===== src/rtl/dht_sensor_ctrl.sv =====
// DHT11/DHT22 single-wire controller: start request, 40-bit frame capture, checksum
// verification, scaled outputs and an enforced minimum interval between reads.
module dht_sensor_ctrl #(
  parameter int unsigned CLK_HZ          = 100_000_000,
  parameter int unsigned MIN_INTERVAL_MS = 2000,
  parameter int unsigned BIT1_US         = 40,
  parameter int unsigned TIMEOUT_US      = 200
) (
  input  logic        CLK,
  input  logic        RST,
  input  logic        dht_in,
  output logic        dht_oe,
  input  logic        mode,
  input  logic        start,
  input  logic        auto_en,
  output logic        busy,
  output logic        valid,
  output logic        error,
  output logic [2:0]  err_code,
  output logic [39:0] raw,
  output logic [15:0] hum_x10,
  output logic [15:0] temp_x10
);
  localparam int unsigned TICK_DIV = (CLK_HZ < 2_000_000) ? 1 : CLK_HZ / 1_000_000;
  localparam int unsigned PW       = (TICK_DIV > 1) ? $clog2(TICK_DIV) : 1;
  localparam logic [31:0] REQ11_US = 32'd18000;
  localparam logic [31:0] REQ22_US = 32'd1100;
  localparam logic [31:0] REL_MIN  = 32'd20;
  localparam logic [31:0] TMO      = 32'(TIMEOUT_US);
  localparam logic [31:0] BIT1     = 32'(BIT1_US);
  localparam logic [31:0] COOL_US  = 32'(MIN_INTERVAL_MS * 1000);

  typedef enum logic [3:0] {
    S_IDLE, S_REQ_LOW, S_REL, S_RESP_LOW, S_RESP_HIGH,
    S_BIT_LOW, S_BIT_HIGH, S_CHECK, S_COOLDOWN
  } state_t;

  state_t       state_q, state_d;
  logic [PW-1:0] presc_q;
  logic         tick;
  logic [1:0]   sync_q;
  logic         line;
  logic [31:0]  cnt_q;
  logic         mode_q, pending_q;
  logic [39:0]  frame_q;
  logic [5:0]   bit_idx_q;
  logic         ok_d, fail_d;
  logic [2:0]   fail_code_d;
  logic [31:0]  req_us;
  logic [7:0]   b0, b1, b2, b3, b4, sum_c;
  logic [15:0]  hum_c, temp_mag, temp_c;
  logic         temp_neg;

  assign tick   = (presc_q == PW'(TICK_DIV - 1));
  assign line   = sync_q[1];
  assign req_us = mode_q ? REQ22_US : REQ11_US;
  assign {b0, b1, b2, b3, b4} = frame_q;
  assign sum_c  = b0 + b1 + b2 + b3;

  // NOTE: sequential state uses non-blocking assignments so every flop samples pre-edge values.
  always_ff @(posedge CLK) begin
    if (RST) state_q <= S_COOLDOWN;
    else     state_q <= state_d;
  end

  // NOTE: every always_comb output gets a default first, so no path can infer a latch.
  always_comb begin
    state_d     = state_q;
    ok_d        = 1'b0;
    fail_d      = 1'b0;
    fail_code_d = 3'd0;
    unique case (state_q)
      S_IDLE:      if (start || pending_q || auto_en) state_d = S_REQ_LOW;
      S_REQ_LOW:   if (cnt_q >= req_us) state_d = S_REL;
      S_REL:
        if (cnt_q >= REL_MIN && !line) state_d = S_RESP_LOW;
        else if (cnt_q >= TMO) begin fail_d = 1'b1; fail_code_d = 3'd1; end
      S_RESP_LOW:
        if (line) state_d = S_RESP_HIGH;
        else if (cnt_q >= TMO) begin fail_d = 1'b1; fail_code_d = 3'd2; end
      S_RESP_HIGH:
        if (!line) state_d = S_BIT_LOW;
        else if (cnt_q >= TMO) begin fail_d = 1'b1; fail_code_d = 3'd3; end
      S_BIT_LOW:
        if (line) state_d = S_BIT_HIGH;
        else if (cnt_q >= TMO) begin fail_d = 1'b1; fail_code_d = 3'd4; end
      S_BIT_HIGH:
        if (!line) state_d = (bit_idx_q == 6'd39) ? S_CHECK : S_BIT_LOW;
        else if (cnt_q >= TMO) begin fail_d = 1'b1; fail_code_d = 3'd4; end
      S_CHECK: begin
        state_d = S_COOLDOWN;
        if (sum_c == b4) ok_d = 1'b1;
        else begin fail_d = 1'b1; fail_code_d = 3'd5; end
      end
      S_COOLDOWN:  if (cnt_q >= COOL_US) state_d = S_IDLE;
      default:     state_d = S_COOLDOWN;
    endcase
    if (fail_d) state_d = S_COOLDOWN;
  end

  always_comb begin
    dht_oe = (state_q == S_REQ_LOW);
    busy   = !(state_q inside {S_IDLE, S_COOLDOWN});
  end

  // Sensor encodings: DHT11 sends integer+decimal bytes, DHT22 sends sign-magnitude tenths.
  always_comb begin
    if (mode_q) begin
      hum_c    = {b0, b1};
      temp_mag = {1'b0, b2[6:0], b3};
      temp_neg = b2[7];
    end else begin
      hum_c    = 16'(b0) * 16'd10 + 16'(b1);
      temp_mag = 16'(b2) * 16'd10 + 16'(b3[6:0]);
      temp_neg = b3[7];
    end
    temp_c = temp_neg ? -temp_mag : temp_mag;
  end

  always_ff @(posedge CLK) begin
    if (RST) begin
      presc_q   <= '0;
      sync_q    <= 2'b11;
      cnt_q     <= '0;
      mode_q    <= 1'b0;
      pending_q <= 1'b0;
      frame_q   <= '0;
      bit_idx_q <= '0;
      valid     <= 1'b0;
      error     <= 1'b0;
      err_code  <= '0;
      raw       <= '0;
      hum_x10   <= '0;
      temp_x10  <= '0;
    end else begin
      presc_q <= tick ? '0 : presc_q + 1'b1;
      sync_q  <= {sync_q[0], dht_in};
      // Phase counter restarts on every state change and saturates while parked.
      if (state_d != state_q)          cnt_q <= '0;
      else if (tick && cnt_q != '1)    cnt_q <= cnt_q + 1'b1;
      valid <= ok_d;
      error <= fail_d;
      if (fail_d) err_code <= fail_code_d;
      if (ok_d) begin
        raw      <= frame_q;
        hum_x10  <= hum_c;
        temp_x10 <= temp_c;
      end
      if (state_q == S_IDLE) begin
        mode_q    <= mode;
        pending_q <= 1'b0;
      end else if (state_q == S_COOLDOWN && start) begin
        pending_q <= 1'b1;
      end
      if (state_q == S_RESP_HIGH) bit_idx_q <= '0;
      if (state_q == S_BIT_HIGH && !line) begin
        frame_q   <= {frame_q[38:0], (cnt_q > BIT1)};
        bit_idx_q <= bit_idx_q + 1'b1;
      end
    end
  end
endmodule

===== config.mk =====
export PLATFORM = sky130hd
export DESIGN_NAME = dht_sensor_ctrl
export DESIGN_NICKNAME = d
export VERILOG_FILES = /design/src/rtl/dht_sensor_ctrl.sv
export SDC_FILE = /design/constraint.sdc
export NUM_CORES = 1
export LEC_CHECK = 0
export ABC_CLOCK_PERIOD_IN_PS = 10370
export BUFFER_PORTS_ARGS = -buffer_cell sky130_fd_sc_hd__buf_2
export CORE_UTILIZATION = 65
export CTS_CLUSTER_DIAMETER = 60
export DETAILED_ROUTE_END_ITERATION = 6
export MAX_ROUTING_LAYER = met4
export PLACE_DENSITY = 0.83
export SYNTH_ARGS = -nofsm -noshare
export SYNTH_HDL_FRONTEND = slang
export SYNTH_SLANG_ARGS = --single-unit

===== constraint.sdc =====
create_clock -name CLK -period 10.37 [get_ports CLK]
set_clock_uncertainty 0.15 [all_clocks]
set_input_delay 1.5555 -clock CLK [delete_from_list [all_inputs] [get_ports CLK]]
set_output_delay 1.5555 -clock CLK [all_outputs]
set_load 0.05 [all_outputs]

---- Word level (Yosys, flattened, before mapping) ----
Index checks and enable logic that the tools add are counted.
storage, ports and cells
  flip-flop bits (word level) ............. 170
  input bits .............................. 6
  output and inout bits ................... 79
operators by class
  add/subtract/negate cells ............... 9
  multipliers ............................. 2
  order comparisons ....................... 5
  equality and inequality tests ........... 13
  mux-type cells .......................... 37
  reduce and logical (&&, ||, !) cells .... 16
operator list
  kind                                                   number
  2-to-1 mux 4 bit                                       9
  adder 32 x 1 -> 32 bit, second input constant          1
  >= comparator 32 x 15 -> 1 bit                         1
  >= comparator 32 x 21 -> 1 bit, second input constant  1
  >= comparator 32 x 5 -> 1 bit, second input constant   1
  >= comparator 32 x 8 -> 1 bit, second input constant   1
  > comparator 32 x 6 -> 1 bit, second input constant    1
  2-to-1 mux 16 bit                                      2
  != test 32 bit, second input constant                  1
  one-hot mux 4 bit (8 select lines)                     1
  2-to-1 mux 15 bit                                      2
  adder 8 bit                                            3
  multiplier 8 x 3 -> 11 bit, second input constant      2
  one-hot mux 3 bit (6 select lines)                     1
  equality test 4 x 3 -> 1 bit, second input constant    4
  negation 16 bit                                        1
  adder 12 x 7 -> 13 bit                                 1
  adder 12 x 8 -> 13 bit                                 1
  2-to-1 mux 3 bit                                       4
  2-to-1 mux 6 bit                                       2
  2-to-1 mux 1 bit                                       10
  2-to-1 mux 2 bit                                       5
  OR reduction 2 bit                                     5
  equality test 4 x 2 -> 1 bit, second input constant    2
  14 further kinds                                       20

---- Logic depth before layout (Yosys ltp) ----
Gate-level depths: netlist (run 1).
  depth after elaboration ................. 9
  depth in mapped cells ................... 16
  mapped depth without buffers ............ 14

---- Worst setup path after synthesis (run 1) ----
OpenSTA, ideal clock, no wires.
  path type ............................... register -> register
  from .................................... reg frame_q[9]
  to ...................................... reg temp_x10[11]
  data arrival time ....................... 4.062 ns
  setup slack ............................. 6.084 ns
  stages on the path, launching flop included .. 15
  path buffers ............................ 1
  cells stage by stage .................... dfxtp_1 -> fa_1 -> inv_1 -> fa_1 -> inv_1 -> ha_1 -> fa_1 -> xnor2_1 -> xnor2_1 -> nor4_1 -> nand3_1 -> or4_1 -> buf_2 -> or4b_1 -> a31oi_1
on the way
  cells in the longest elaborated chain, start to end .. 4
  elaborated cells between the ends (all ways) .. 8
  those cells by class .................... 3 x add/sub; 1 x eq/ne; 4 x mux
ends and longest elaborated chain
  element                                                   line     text
  from (decl)                                               45       logic [39:0] frame_q;
  from (signal assigned)                                    157      frame_q <= {frame_q[38:0], (cnt_q > BIT1)};
  adder 12 x 7 -> 13 bit or adder 8 bit (tied branches)     114, 58
  2-to-1 mux 15 bit or equality test 8 bit (tied branches)  108, 92
  negation 16 bit or 2-to-1 mux 1 bit (tied branches)       117, 92
  2-to-1 mux 16 bit or 2-to-1 mux 1 bit (tied branches)     117, 72
  to (signal assigned)                                      147      temp_x10 <= temp_c;
  to (decl)                                                 22       output logic [15:0] temp_x10
Parallel ways exist; a longest one is shown, timed or not.
A chain may end at the register's enable or synchronous reset.

---- Worst setup path in the final report (run 1) ----
  from .................................... reg frame_q[17]
  to ...................................... reg temp_x10[12]
on the way
  cells in the longest elaborated chain, start to end .. 5
  elaborated cells between the ends (all ways) .. 10
  those cells by class .................... 4 x add/sub; 1 x mul; 1 x eq/ne; 4 x mux
ends and longest elaborated chain
  element                                                    line
  multiplier 8 x 3 -> 11 bit or adder 8 bit (tied branches)  114, 58
  adder 12 x 7 -> 13 bit or adder 8 bit (tied branches)      114, 58
  2-to-1 mux 15 bit or equality test 8 bit (tied branches)   108, 92
  negation 16 bit or 2-to-1 mux 1 bit (tied branches)        117, 92
  2-to-1 mux 16 bit or 2-to-1 mux 1 bit (tied branches)      117, 72
Parallel ways exist; a longest one is shown, timed or not.

==> impl_results.md, run 1 <==
* Dominant synthesized flop cell: dfxtp_1
* Final setup vio count at 0
* Yosys cell types at 70
* Gates resized, CTS repair at 0
* Vias in the first global route at 8040
* Die Width at between 100 and 150 µm
* Synth async-reset ratio at 0%
* Final HPWL DP at 16.1 mm
* Min-delay worst type: flop to flop
* Cts hold-fix bufs at 0
* Status: finished, final reports clean
* Clock buffer count from CTS at 17
* Mean Syn Cell Area at 7.93 µm²
* CP Launch Type: flop
* VDD IR max at 126 µV
* Reg area at roughly 3400 µm²
* Most common cell after layout, fill and taps aside: nand2_1
* Worst path arrival time at around 5.3 ns
* Fin crit share at 49.2%
* Synth Cell Area at 9560 µm²
* Core area at about 14000 µm²
* RSZ-0062 raised after global routing: false
* Layout cells sized above 1 at 12.1%
* Final period demand of the worst path at 5.10 ns
* Max-slew violation count at 0
* Leakage at 4.20 nW
* Comb power frac at 1.3%
* Sw Share at 22.2%
* Drt pass-1 iters at 5
* Clock root buffer: clkbuf_16
* Clock tree buffer depth at 2
* Clk pwr share at 47.1%
* Net count after synthesis at 1283
* Area Overhead vs Synth at 10.4%
* # clock sinks at 168
* Post-synth EDFFs at 0
* Post-synthesis sequential area ratio at 35.2%
* GPL Wtd Cong at 0.920
* Hold Vio Cnt, Final at 0
* Net count, final at 1327
* DR WL/cell at approximately 16 µm
* GRT Total Usage at between 30% and 40%
* H-tree depth at 4
* Area of the multi-input gates at 5750 µm²
* Slew of the pin with the lowest slew margin at 1.05 ns
* Worst Path Required at 10.54 ns
* Hold Slack at ~0.27 ns
* Max_slew headroom at 30.1%
* Worst skew pair latency at 0.44 ns
* Die area at 15200 µm²
* DRC viols at 0
* First-pass GRT wire length at 38.7 mm
* ANT nets after route at 0
* Cells after synthesis at 1205
* Flops & latches, synth at approximately 170
* Critical path class: flop to flop
* Initial cell density of the core at 67.8%
* Post-CTS Setup Inserts at 0
* Number of core rows at 43
* Endpoint type of the worst setup path: flop
* Port Buffers at 84
* CP max FO at 44
* Vias after detailed routing at 8697
* 1st-iter DRT viols at 756
* Flop pwr share at 51.6%
* P_sw at about 0.00028 W
* Design Area, Final at about 11000 µm²
* CTS tree: built
* Initial antenna violation count at 1
* Largest net degree at the start of global routing at 80
* Setup TNS at 0 ns
* Drt total wl at 23.6 mm
* Pint at roughly 0.001 W
* Congestion Overflow GR at 0
* Fmax at 0.196 GHz
* Io pins at 85
* Most frequent cells in the layout: 223 x nand2_1, 167 x dfxtp_1, 136 x a21oi_1
* Fillers at 1095
* Yosys warning count at 0
* Routed vias/inst at 6.04
* Post-Place Cell Area at 10000 µm²
* CTS clk-pin slew, worst paths at 0.07 ns
* Die Height at 123 µm
* PwrDens at 119 nW/µm²
* Max-cap violations at 0
==> path summary, 6_finish.rpt <==
check / from / to / slack [ns] / cells after the start
min reg2reg: sync_q[0] / sync_q[1] / 0.27 / 1
max reg2reg: frame_q[17] / temp_x10[12] / 5.27 / 15
max: frame_q[17] / temp_x10[12] / 5.27 / 15
min: sync_q[0] / sync_q[1] / 0.27 / 1
==> logic make-up after synthesis <==
group / synth area share (%)
adders and majority gates: 10.8
AOI/OAI and AO/OA: 17.4
buffers and inverters: 4.79
and+or+nand+nor: 23.6
DFF: 35.2
xor gates and xnor gates: 7.24
muxes: 0.982
==> state kept, by name (all words and copies together), names as in the netlist <==
register	flops
raw	40
state_q	4
sync_q	2
pending_q	1
bit_idx_q	6
presc_q	7
mode_q	1
error	1
temp_x10	15
err_code	3
valid	1
frame_q	40
hum_x10	15
cnt_q	32
==> layout make-up <==
class	count	share of cell area, %
inverters	48	1.71
diodes	1	0.0237
clock inverters	11	0.961
multi-input cells	921	54.5
repair buffers	93	4.65
flip-flops and latches	168	31.9
clock buffers	19	4.10
well taps	180	2.13
==> cells in the mapped netlist, drive strengths merged, types with 16 or more instances <==
| library cell | instances | area share [%] |
|---|---|---|
| a21oi | 136 | 7.1 |
| buf | 19 | 0.98 |
| clkbuf | 49 | 1.9 |
| ha | 54 | 7.1 |
| xor2 | 35 | 3.2 |
| inv | 48 | 1.9 |
| o21ai | 39 | 2.0 |
| dfxtp | 168 | 35 |
| xnor2 | 44 | 4.0 |
| nand3 | 39 | 2.1 |
| nand2 | 223 | 8.8 |
| fa | 18 | 3.8 |
| nor4 | 16 | 1.1 |
| nor3 | 27 | 1.5 |
| nor2 | 102 | 4.0 |
==> per-stage QoR <==
step / setup WS, ns / util [%] / power, W / instances
floorplan: 6.08 / - / 0.000674 / 1205
global placement: 5.42 / 71.0 / 0.000678 / 1410
detailed placement: 5.27 / 71.0 / 0.000679 / 1410
CTS: 5.27 / 74.8 / 0.00126 / 1440
global route: 5.01 / 74.9 / 0.00128 / 1441
finish: 5.27 / 74.9 / 0.00126 / 1441
==> per-layer routing <==
layer | part of all wire, % | wire length [µm] | track usage [%]
met5 | 0 | 0 | -
met4 | 1.9 | 453 | 10.9
met3 | 6.2 | 1460 | 6.04
met2 | 47 | 11000 | 53.1
met1 | 45 | 10600 | 43.0
==> power groups by stage <==
stage               registers (W)  clock network [W]  logic [W]
floorplan                0.000662                  0  0.0000123
global placement         0.000663                  0  0.0000156
detailed placement       0.000663                  0  0.0000160
CTS                      0.000648           0.000597  0.0000161
global route             0.000648           0.000619  0.0000176
finish                   0.000648           0.000592  0.0000160
==> worst max-delay path, cell delays in order, from the launching register on <==
cell and delay [ns]:
dfxtp_1 0.41, fa_1 0.54, inv_1 0.05, fa_1 0.50, inv_1 0.04, ha_1 0.22, fa_1 0.42, xnor2_1 0.21
xnor2_1 0.09, nor4_1 0.28, nand3_1 0.23, or4_2 0.97, buf_4 0.38, and3_1 0.25, a31oi_1 0.14, nand3_1 0.09
Note: power is estimated with default switching activity, not from simulation.
==> inputs of run 2 (changes only) <==
Settings changed: ABC_AREA set to 1, ABC_CLOCK_PERIOD_IN_PS 10370 to 5300, CORE_UTILIZATION 65 to 61, PLACE_DENSITY 0.83 to 0.78.
Clock period 10.37 ns to 5.3 ns, I/O delays scaled along.
==> run 2 against run 1 <==
Combinational power rose to 2.7 times the previous value. Routed wire length is 5.5% higher. Count of clock-buffer cells in the layout grew 2. Flip-flop and latch count did not move. Register-to-register slack got worse by 4.4 ns. Synthesized cell count grew 17%. Design area rose by 6.9%. Sequential power grew 96%. Global-route usage shrank 3.2 points. Critical endpoint is now cnt_q[2].
==> impl_results.md, run 2 <==
* Status: finished, final reports clean
* Most common cell after layout, fill and taps aside: nand2_1
* Met2 WL at 11.1 mm (about the same)
* Port Buffers at 84 (unchanged)
* Clk pwr share at 48.5% (+1.4 points)
* H-tree depth at 4 (unchanged)
* Worst Path Required at 5.48 ns (-5.06 ns)
* Synth async-reset ratio at 0% (unchanged)
* Multiplexer area fraction after synthesis at 0% (-0.98 points)
* Flops & latches, synth at 168 (unchanged)
* Vias after detailed routing at 9331 (+7.3%)
* Most instantiated cells after synthesis: 295 x nand2_1, 168 x dfxtp_1, 160 x inv_1
* CP Launch Type: flop
* Simple-gate share of the synthesized area at 29.2% (+5.6 points)
* Most frequent cells in the layout: 295 x nand2_1, 168 x dfxtp_1, 158 x inv_1
* 1st-iter DRT viols at 868 (+15%)
* Synth Cell Area at 10200 µm² (+6.6%)
* Hold_sp: sync_q[0]
* Layout cells sized above 1 at 13.6% (+1.6 points)
* # clock sinks at 168 (unchanged)
* Comb power frac at 1.7% (+0.4 points)
* Placed Cells at 1660 (+18%)
* Post-synthesis sequential area ratio at 33.0% (-2.2 points)
* Synth top area share at 33.0% (-2.2 points)
* Io pins at 85 (unchanged)
* Vias in the first global route at 8293 (+3.1%)
* Synth Area in Compound Gates at 13.9% (-3.5 points)
* Die Width at 131 µm (+6.5%)
* Flop pwr share at 49.8% (-1.8 points)
* Cts hold-fix bufs at 0 (unchanged)
* Number of core rows at 46 (+7.0%)
* Yosys cell types at 50 (-29%)
* DR WL/cell at 14.7 µm (-10%)
* Final HPWL DP at 18.0 mm (+12%)
* Reg area at 3360 µm² (about the same)
* Max-cap violations at 0 (unchanged)
* Area Overhead vs Synth at 10.7%
* Total power at 0.00255 W (+100%)
* Slew of the pin with the lowest slew margin at 0.997 ns (-0.0522 ns)
* Synth Area in Adders at 10.2% (-0.67 points)
* RSZ-0062 raised after global routing: false
* Synth top area cells: dfxtp_1 33%, nand2_1 11%, ha_1 6.6%
* ANT nets after route at 0 (unchanged)
* Design Area, Final at 11300 µm² (+6.9%)
* Min-delay worst type: flop to flop
* CTS tree: built
* Cell taking the most area after synthesis: dfxtp_1
* Area of the multi-input gates at 5900 µm² (+2.5%)
* Post-synth EDFFs at 0 (unchanged)
* Final period demand of the worst path at 4.43 ns (-0.675 ns)
* Ant. Diodes at 0 (-1)
* Max_slew headroom at 33.5% (+3.4 points)
* Clock tree buffer depth at 2 (unchanged)
* Initial cell density of the core at 63.2% (-4.6 points)
* Sw Share at 22.3% (+0.062 points)
* Mean Syn Cell Area at 7.24 µm² (-8.7%)
* Net count, final at 1541 (+16%)
* Net count after synthesis at 1485 (+16%)
* Post-CTS Setup Inserts at 0 (unchanged)
* Largest family of logic cells by synthesized area: simple AND/OR/NAND/NOR gates
* P_sw at 0.000567 W (+100%)
* Congestion Overflow GR at 0 (unchanged)
* Drt pass-1 iters at 5 (unchanged)
* Routed vias/inst at 5.51 (-8.6%)
* Critical path class: flop to flop
* Largest net degree at the start of global routing at 85 (+6.3%)
* GRT Total Usage at 30.2% (-3.2 points)
* First-pass GRT wire length at 41.0 mm (+6.1%)
* Wl on met1 at 11.8 mm (+12%)
* Top Registers: frame_q x40, raw x40, cnt_q x32
* Yosys warning count at 0 (unchanged)
* Clock buffer count from CTS at 17 (unchanged)
* Die Height at 131 µm (+6.5%)
* Fmax at 0.226 GHz (+15%)
* Worst path arrival time at 4.61 ns (-0.66 ns)
* Initial antenna violation count at 0 (-1)
* DRC viols at 0 (unchanged)
* CP max FO at 19 (-57%)
* Dominant synthesized flop cell: dfxtp_1
* Drt total wl at 24.9 mm (+5.5%)
* PwrDens at 226 nW/µm² (+90%)
* Gates resized, CTS repair at 0 (unchanged)
* Clock root buffer: clkbuf_16
* Post-Place Cell Area at 10700 µm² (+6.7%)
* Fillers at 1353 (+24%)
* Core area at 16100 µm² (+14%)
* Max-slew violation count at 0 (unchanged)
* Setup TNS at 0 ns (unchanged)
* CTS clk-pin slew, worst paths at 0.07 ns (about the same)
* DR WL met3 at 1.52 mm (+4.0%)
* Die area at 17200 µm² (+13%)
* Pint at 0.00198 W (+100%)
* Endpoint type of the worst setup path: flop
* CP startpoint: frame_q[17]
* Non-filler cells, final at 1692 (+17%)
* VDD IR max at 220 µV (+74%)
* Final setup vio count at 0 (unchanged)
* Cells after synthesis at 1407 (+17%)
* GPL Wtd Cong at 0.947 (+3.0%)
* DR top layer: met4
* Fin crit share at 83.6% (+34 points)
* Hold Vio Cnt, Final at 0 (unchanged)
* Leakage at 5.18 nW (+23%)
* Fin util at 70.0% (-4.8 points)
* Most common cell in the netlist: nand2_1
* XOR/XNOR share of the synthesized area at 4.47% (-2.8 points)
* Worst skew pair latency at 0.43 ns (about the same)
* R2R Path Start: frame_q[17]
run 2: layout make-up:
type / count / share of cell area (%)
Clock buffer: 21 / 4.26
Clock inverter: 11 / 0.987
Inverter: 170 / 5.67
Multi-Input combinational cell: 1012 / 52.3
Sequential cell: 168 / 29.8
Tap cell: 216 / 2.40
Timing Repair Buffer: 94 / 4.61
run 2: power groups by stage:
stage	combinational, W	sequential (W)	clock (W)
after floorplan	0.0000384	0.00130	0
after global placement	0.0000430	0.00130	0
after detailed placement	0.0000430	0.00130	0
after CTS	0.0000432	0.00127	0.00126
after global routing	0.0000467	0.00127	0.00131
final	0.0000430	0.00127	0.00124
run 2: cell families (layout without fill, tap and decap cells):
logic type / after synthesis / count (layout)
AND/OR/NAND/NOR: 620 / 620
AO/OA/AOI/OAI: 268 / 268
buffers and inverters: 227 / 296
flip-flops: 168 / 168
adder cells (fa/ha/maj): 72 / 72
XOR/XNOR: 52 / 52
run 2: worst max-delay path, cell delays in order (launching register included):
cell	delay, ns
dfxtp_1	0.38
fa_1	0.53
inv_1	0.05
fa_1	0.50
inv_1	0.05
ha_1	0.23
fa_1	0.42
xnor2_1	0.22
inv_1	0.06
nand2_1	0.05
nand2_1	0.04
nor2_1	0.08
nand3_1	0.07
nor2_1	0.14
nand3_2	0.11
nand2_4	0.11
nand3_2	0.10
inv_2	0.11
nand3_1	0.07
nand2_1	0.08
nor2_2	0.05
nand2_4	0.39
buf_4	0.30
nor2_4	0.03
run 2: per-layer routing:
metal	GRT usage, %	vias to the layer above
met5	-	-
met4	8.30	0
met3	4.98	40
met2	46.1	302
met1	41.2	4296
li1	-	4693
run 2: path summary, 6_finish.rpt:
path	slack, ns	end	cells after the start
worst max register to register	0.87	cnt_q[2]	23
worst min register to register	0.26	sync_q[1]	1
worst min-delay path	0.26	sync_q[1]	1
worst max-delay path	0.87	cnt_q[2]	23
run 2: stage by stage:
step	setup slack, ns	hold WS (ns)
after detailed placement	0.861	0.251
final	0.870	0.264
after floorplan	1.53	0.239
after global routing	0.604	0.290
after global placement	0.943	0.255
after CTS	0.877	0.269
==> inputs of run 3 (changes only) <==
Settings changed: ABC_AREA 1 to 0, ABC_CLOCK_PERIOD_IN_PS 5300 to 3780, CORE_UTILIZATION 61 to 55, PLACE_DENSITY 0.78 to 0.74.
Clock period 5.3 ns to 3.78 ns, I/O delays scaled along.
==> run 3 against run 2 <==
Highest routed layer unchanged. Combinational power rose by 18%. Largest cell class unchanged. Non-clock buffer count rose by 111. Flip-flop and latch count did not move. Routed wire length rose by 14%. Clock power rose by 45%. Maximum frequency rose by 5.4%. First-iteration DRC count rose by 10%. Power rose by 42%. Count of clock-buffer cells in the layout fell by 2. The run now ends with setup timing left. Final cell count fell by 5.8%.
==> impl_results.md, run 3 (same netlist as run 1, synthesis figures left out) <==
* Post-Place Cell Area at 10600 µm² (-0.39%)
* Status: finished, violations left
* Vias after detailed routing at 9486 (+1.7%)
* Final setup margin at -0.424 ns (-1.29 ns)
* Die Width at 134 µm (+2.0%)
* Worst Path Required at 3.98 ns (-1.50 ns)
* First-pass GRT wire length at 41.7 mm (+1.7%)
* DRC viols at 0 (unchanged)
* CTS tree: built
* Final period demand of the worst path at 4.20 ns (-0.227 ns)
* Routed vias/inst at 5.95 (+7.9%)
* Most frequent CP cell: fa_1
* Reg area at 3370 µm² (+0.33%)
* Max-cap violations at 0 (unchanged)
* Layout cells sized above 1 at 27.1% (+14 points)
* R2R Setup Slk at -0.42 ns (-1.29 ns)
* CP Launch Type: flop
* Final HPWL DP at 17.0 mm (-5.5%)
* GPL Wtd Cong at 0.902 (-4.7%)
* Initial cell density of the core at 57.0% (-6.2 points)
* Failing checks: setup timing
* Clock root buffer: clkbuf_16
* Die Height at 134 µm (+2.0%)
* Largest net degree at the start of global routing at 69 (-19%)
* Fmax at 0.238 GHz (+5.4%)
* Area of the multi-input gates at 6400 µm² (+8.5%)
* Vias in the first global route at 8485 (+2.3%)
* Top Registers: frame_q x40, raw x40, cnt_q x32
* Slew of the pin with the lowest slew margin at 0.889 ns (-0.108 ns)
* Number of core rows at 47 (+2.2%)
* Hold_sp: dht_in
* Worst path arrival time at 4.41 ns (-0.20 ns)
* Design Area, Final at 12500 µm² (+11%)
* Clock tree buffer depth at 2 (unchanged)
* Clock buffer count from CTS at 17 (unchanged)
* Most frequent cells in the layout: 187 x nand2_1, 163 x dfxtp_1, 109 x a21oi_1
* Initial antenna violation count at 0 (unchanged)
* Fin crit share at 111% (+28 points)
* Final setup vio count at 111 (+111)
* # clock sinks at 168 (unchanged)
* Max-slew violation count at 0 (unchanged)
* Fin util at 74.9% (+4.8 points)
* DR WL/cell at 17.7 µm (+21%)
* Die area at 17900 µm² (+4.0%)
* Port Buffers at 84 (unchanged)
* CP max FO at 5 (-14)
* Drt pass-1 iters at 6 (+1)
* 1st-iter DRT viols at 957 (+10%)
* Worst path slowest cell: or4_4
* VDD IR max at 347 µV (+58%)
* Hold Vio Cnt, Final at 0 (unchanged)
* Most common cell after layout, fill and taps aside: nand2_1
* ANT nets after route at 0 (unchanged)
* Drt total wl at 28.3 mm (+14%)
* Hold depth at 2 (+1)
* Net count, final at 1439 (-6.6%)
* CP peak stage delay at 0.62 ns (+0.09 ns)
* Core area at 16800 µm² (+4.0%)
* Critical path class: flop to flop
* Worst Reg-to-Reg Cells at 13 (-43%)
* Reg-to-Reg End: temp_x10[11]
* CP Cell Sequence: fa_1 > inv_1 > fa_1 > inv_2 > ha_4 > fa_2 > a21o_1 > a21oi_2 > o21ai_1 > xnor2_1 > or4_4 > or4b_1 > a31oi_1
* RSZ-0062 raised after global routing: true
* Worst skew pair latency at 0.43 ns (about the same)
* Worst path depth at 13 (-43%)
* Crit path buffers/inverters at 2 (-3)
* GRT Total Usage at 29.6% (-0.60 points)
* Endpoint type of the worst setup path: flop
* Hold Path Sink: sync_q[0]
* H-tree depth at 4 (unchanged)
* Leakage at 5.07 nW (-2.3%)
* Setup TNS at -31.33 ns (-31.33 ns)
* PwrDens at 289 nW/µm² (+28%)
* Crit-path leading delay family: adder cells
* CTS clk-pin slew, worst paths at 0.07 ns (about the same)
* Max_slew headroom at 40.7% (+7.3 points)
* Area Overhead vs Synth at 31.3%
* Congestion Overflow GR at 0 (unchanged)
* R2R Path Start: frame_q[17]
* Ant. Diodes at 0 (unchanged)
* Io pins at 85 (unchanged)
* Fillers at 1146 (-15%)
* Min-delay worst type: primary input to flop
[run 3: cell types whose count changed in the layout (fill, tap and decap cells not counted), sizes merged, moves of 14 or more]
cell	change
o21ai	-68
xnor2	+32
nand4	-14
nor2	-62
nand3	-32
nand2	-78
buf	+105
inv	-119
[run 3: cell type report]
cell class | instances | area share [%]
Clock buffer | 19 | 3.62
Clock inverter | 13 | 1.22
Inverter | 48 | 1.44
Multi-Input combinational cell | 921 | 51.0
Sequential cell | 168 | 26.9
Tap cell | 220 | 2.19
Timing Repair Buffer | 205 | 13.6
[run 3: repair_timing]
item | CTS | global route
hold buffers | 0 | 0
gates resized for setup | 86 | 117
gates cloned | 4 | 7
endpoints found under the setup margin | 106 | 111
buffers inserted | 20 | 11
pin swaps | 38 | 33
[run 3: report_power, final]
group	total, W	switching [W]	internal (W)
registers	0.00178	0.00000407	0.00177
logic	0.0000509	0.0000390	0.0000119
clock network	0.00180	0.000819	0.000980
[run 3: worst max path at each step]
| stage | start | end |
|---|---|---|
| after detailed placement | frame_q[17] | temp_x10[11] |
| after floorplan | frame_q[17] | temp_x10[11] |
| after global routing | frame_q[17] | temp_x10[11] |
| after global placement | frame_q[17] | temp_x10[11] |
| after CTS | frame_q[17] | cnt_q[27] |
| final | frame_q[17] | temp_x10[11] |
[run 3: layer usage]
metal	share of wire, %	global-route usage (%)
met5	0	-
met4	2.4	10.7
met3	6.3	4.57
met2	48	45.1
met1	43	39.7
[run 3: per-stage QoR]
| stage | worst slack [ns] | hold slack (ns) | power [W] | std cells |
|---|---|---|---|---|
| 4_1_cts | -0.324 | 0.163 | 0.00362 | 1579 |
| 2_1_floorplan | -0.292 | 0.239 | 0.00185 | 1205 |
| 3_5_place_dp | -0.530 | 0.244 | 0.00186 | 1523 |
| 5_1_grt | -0.562 | 0.176 | 0.00371 | 1594 |
| 3_3_place_gp | -0.449 | 0.246 | 0.00186 | 1523 |
| 6_report | -0.424 | 0.169 | 0.00363 | 1594 |
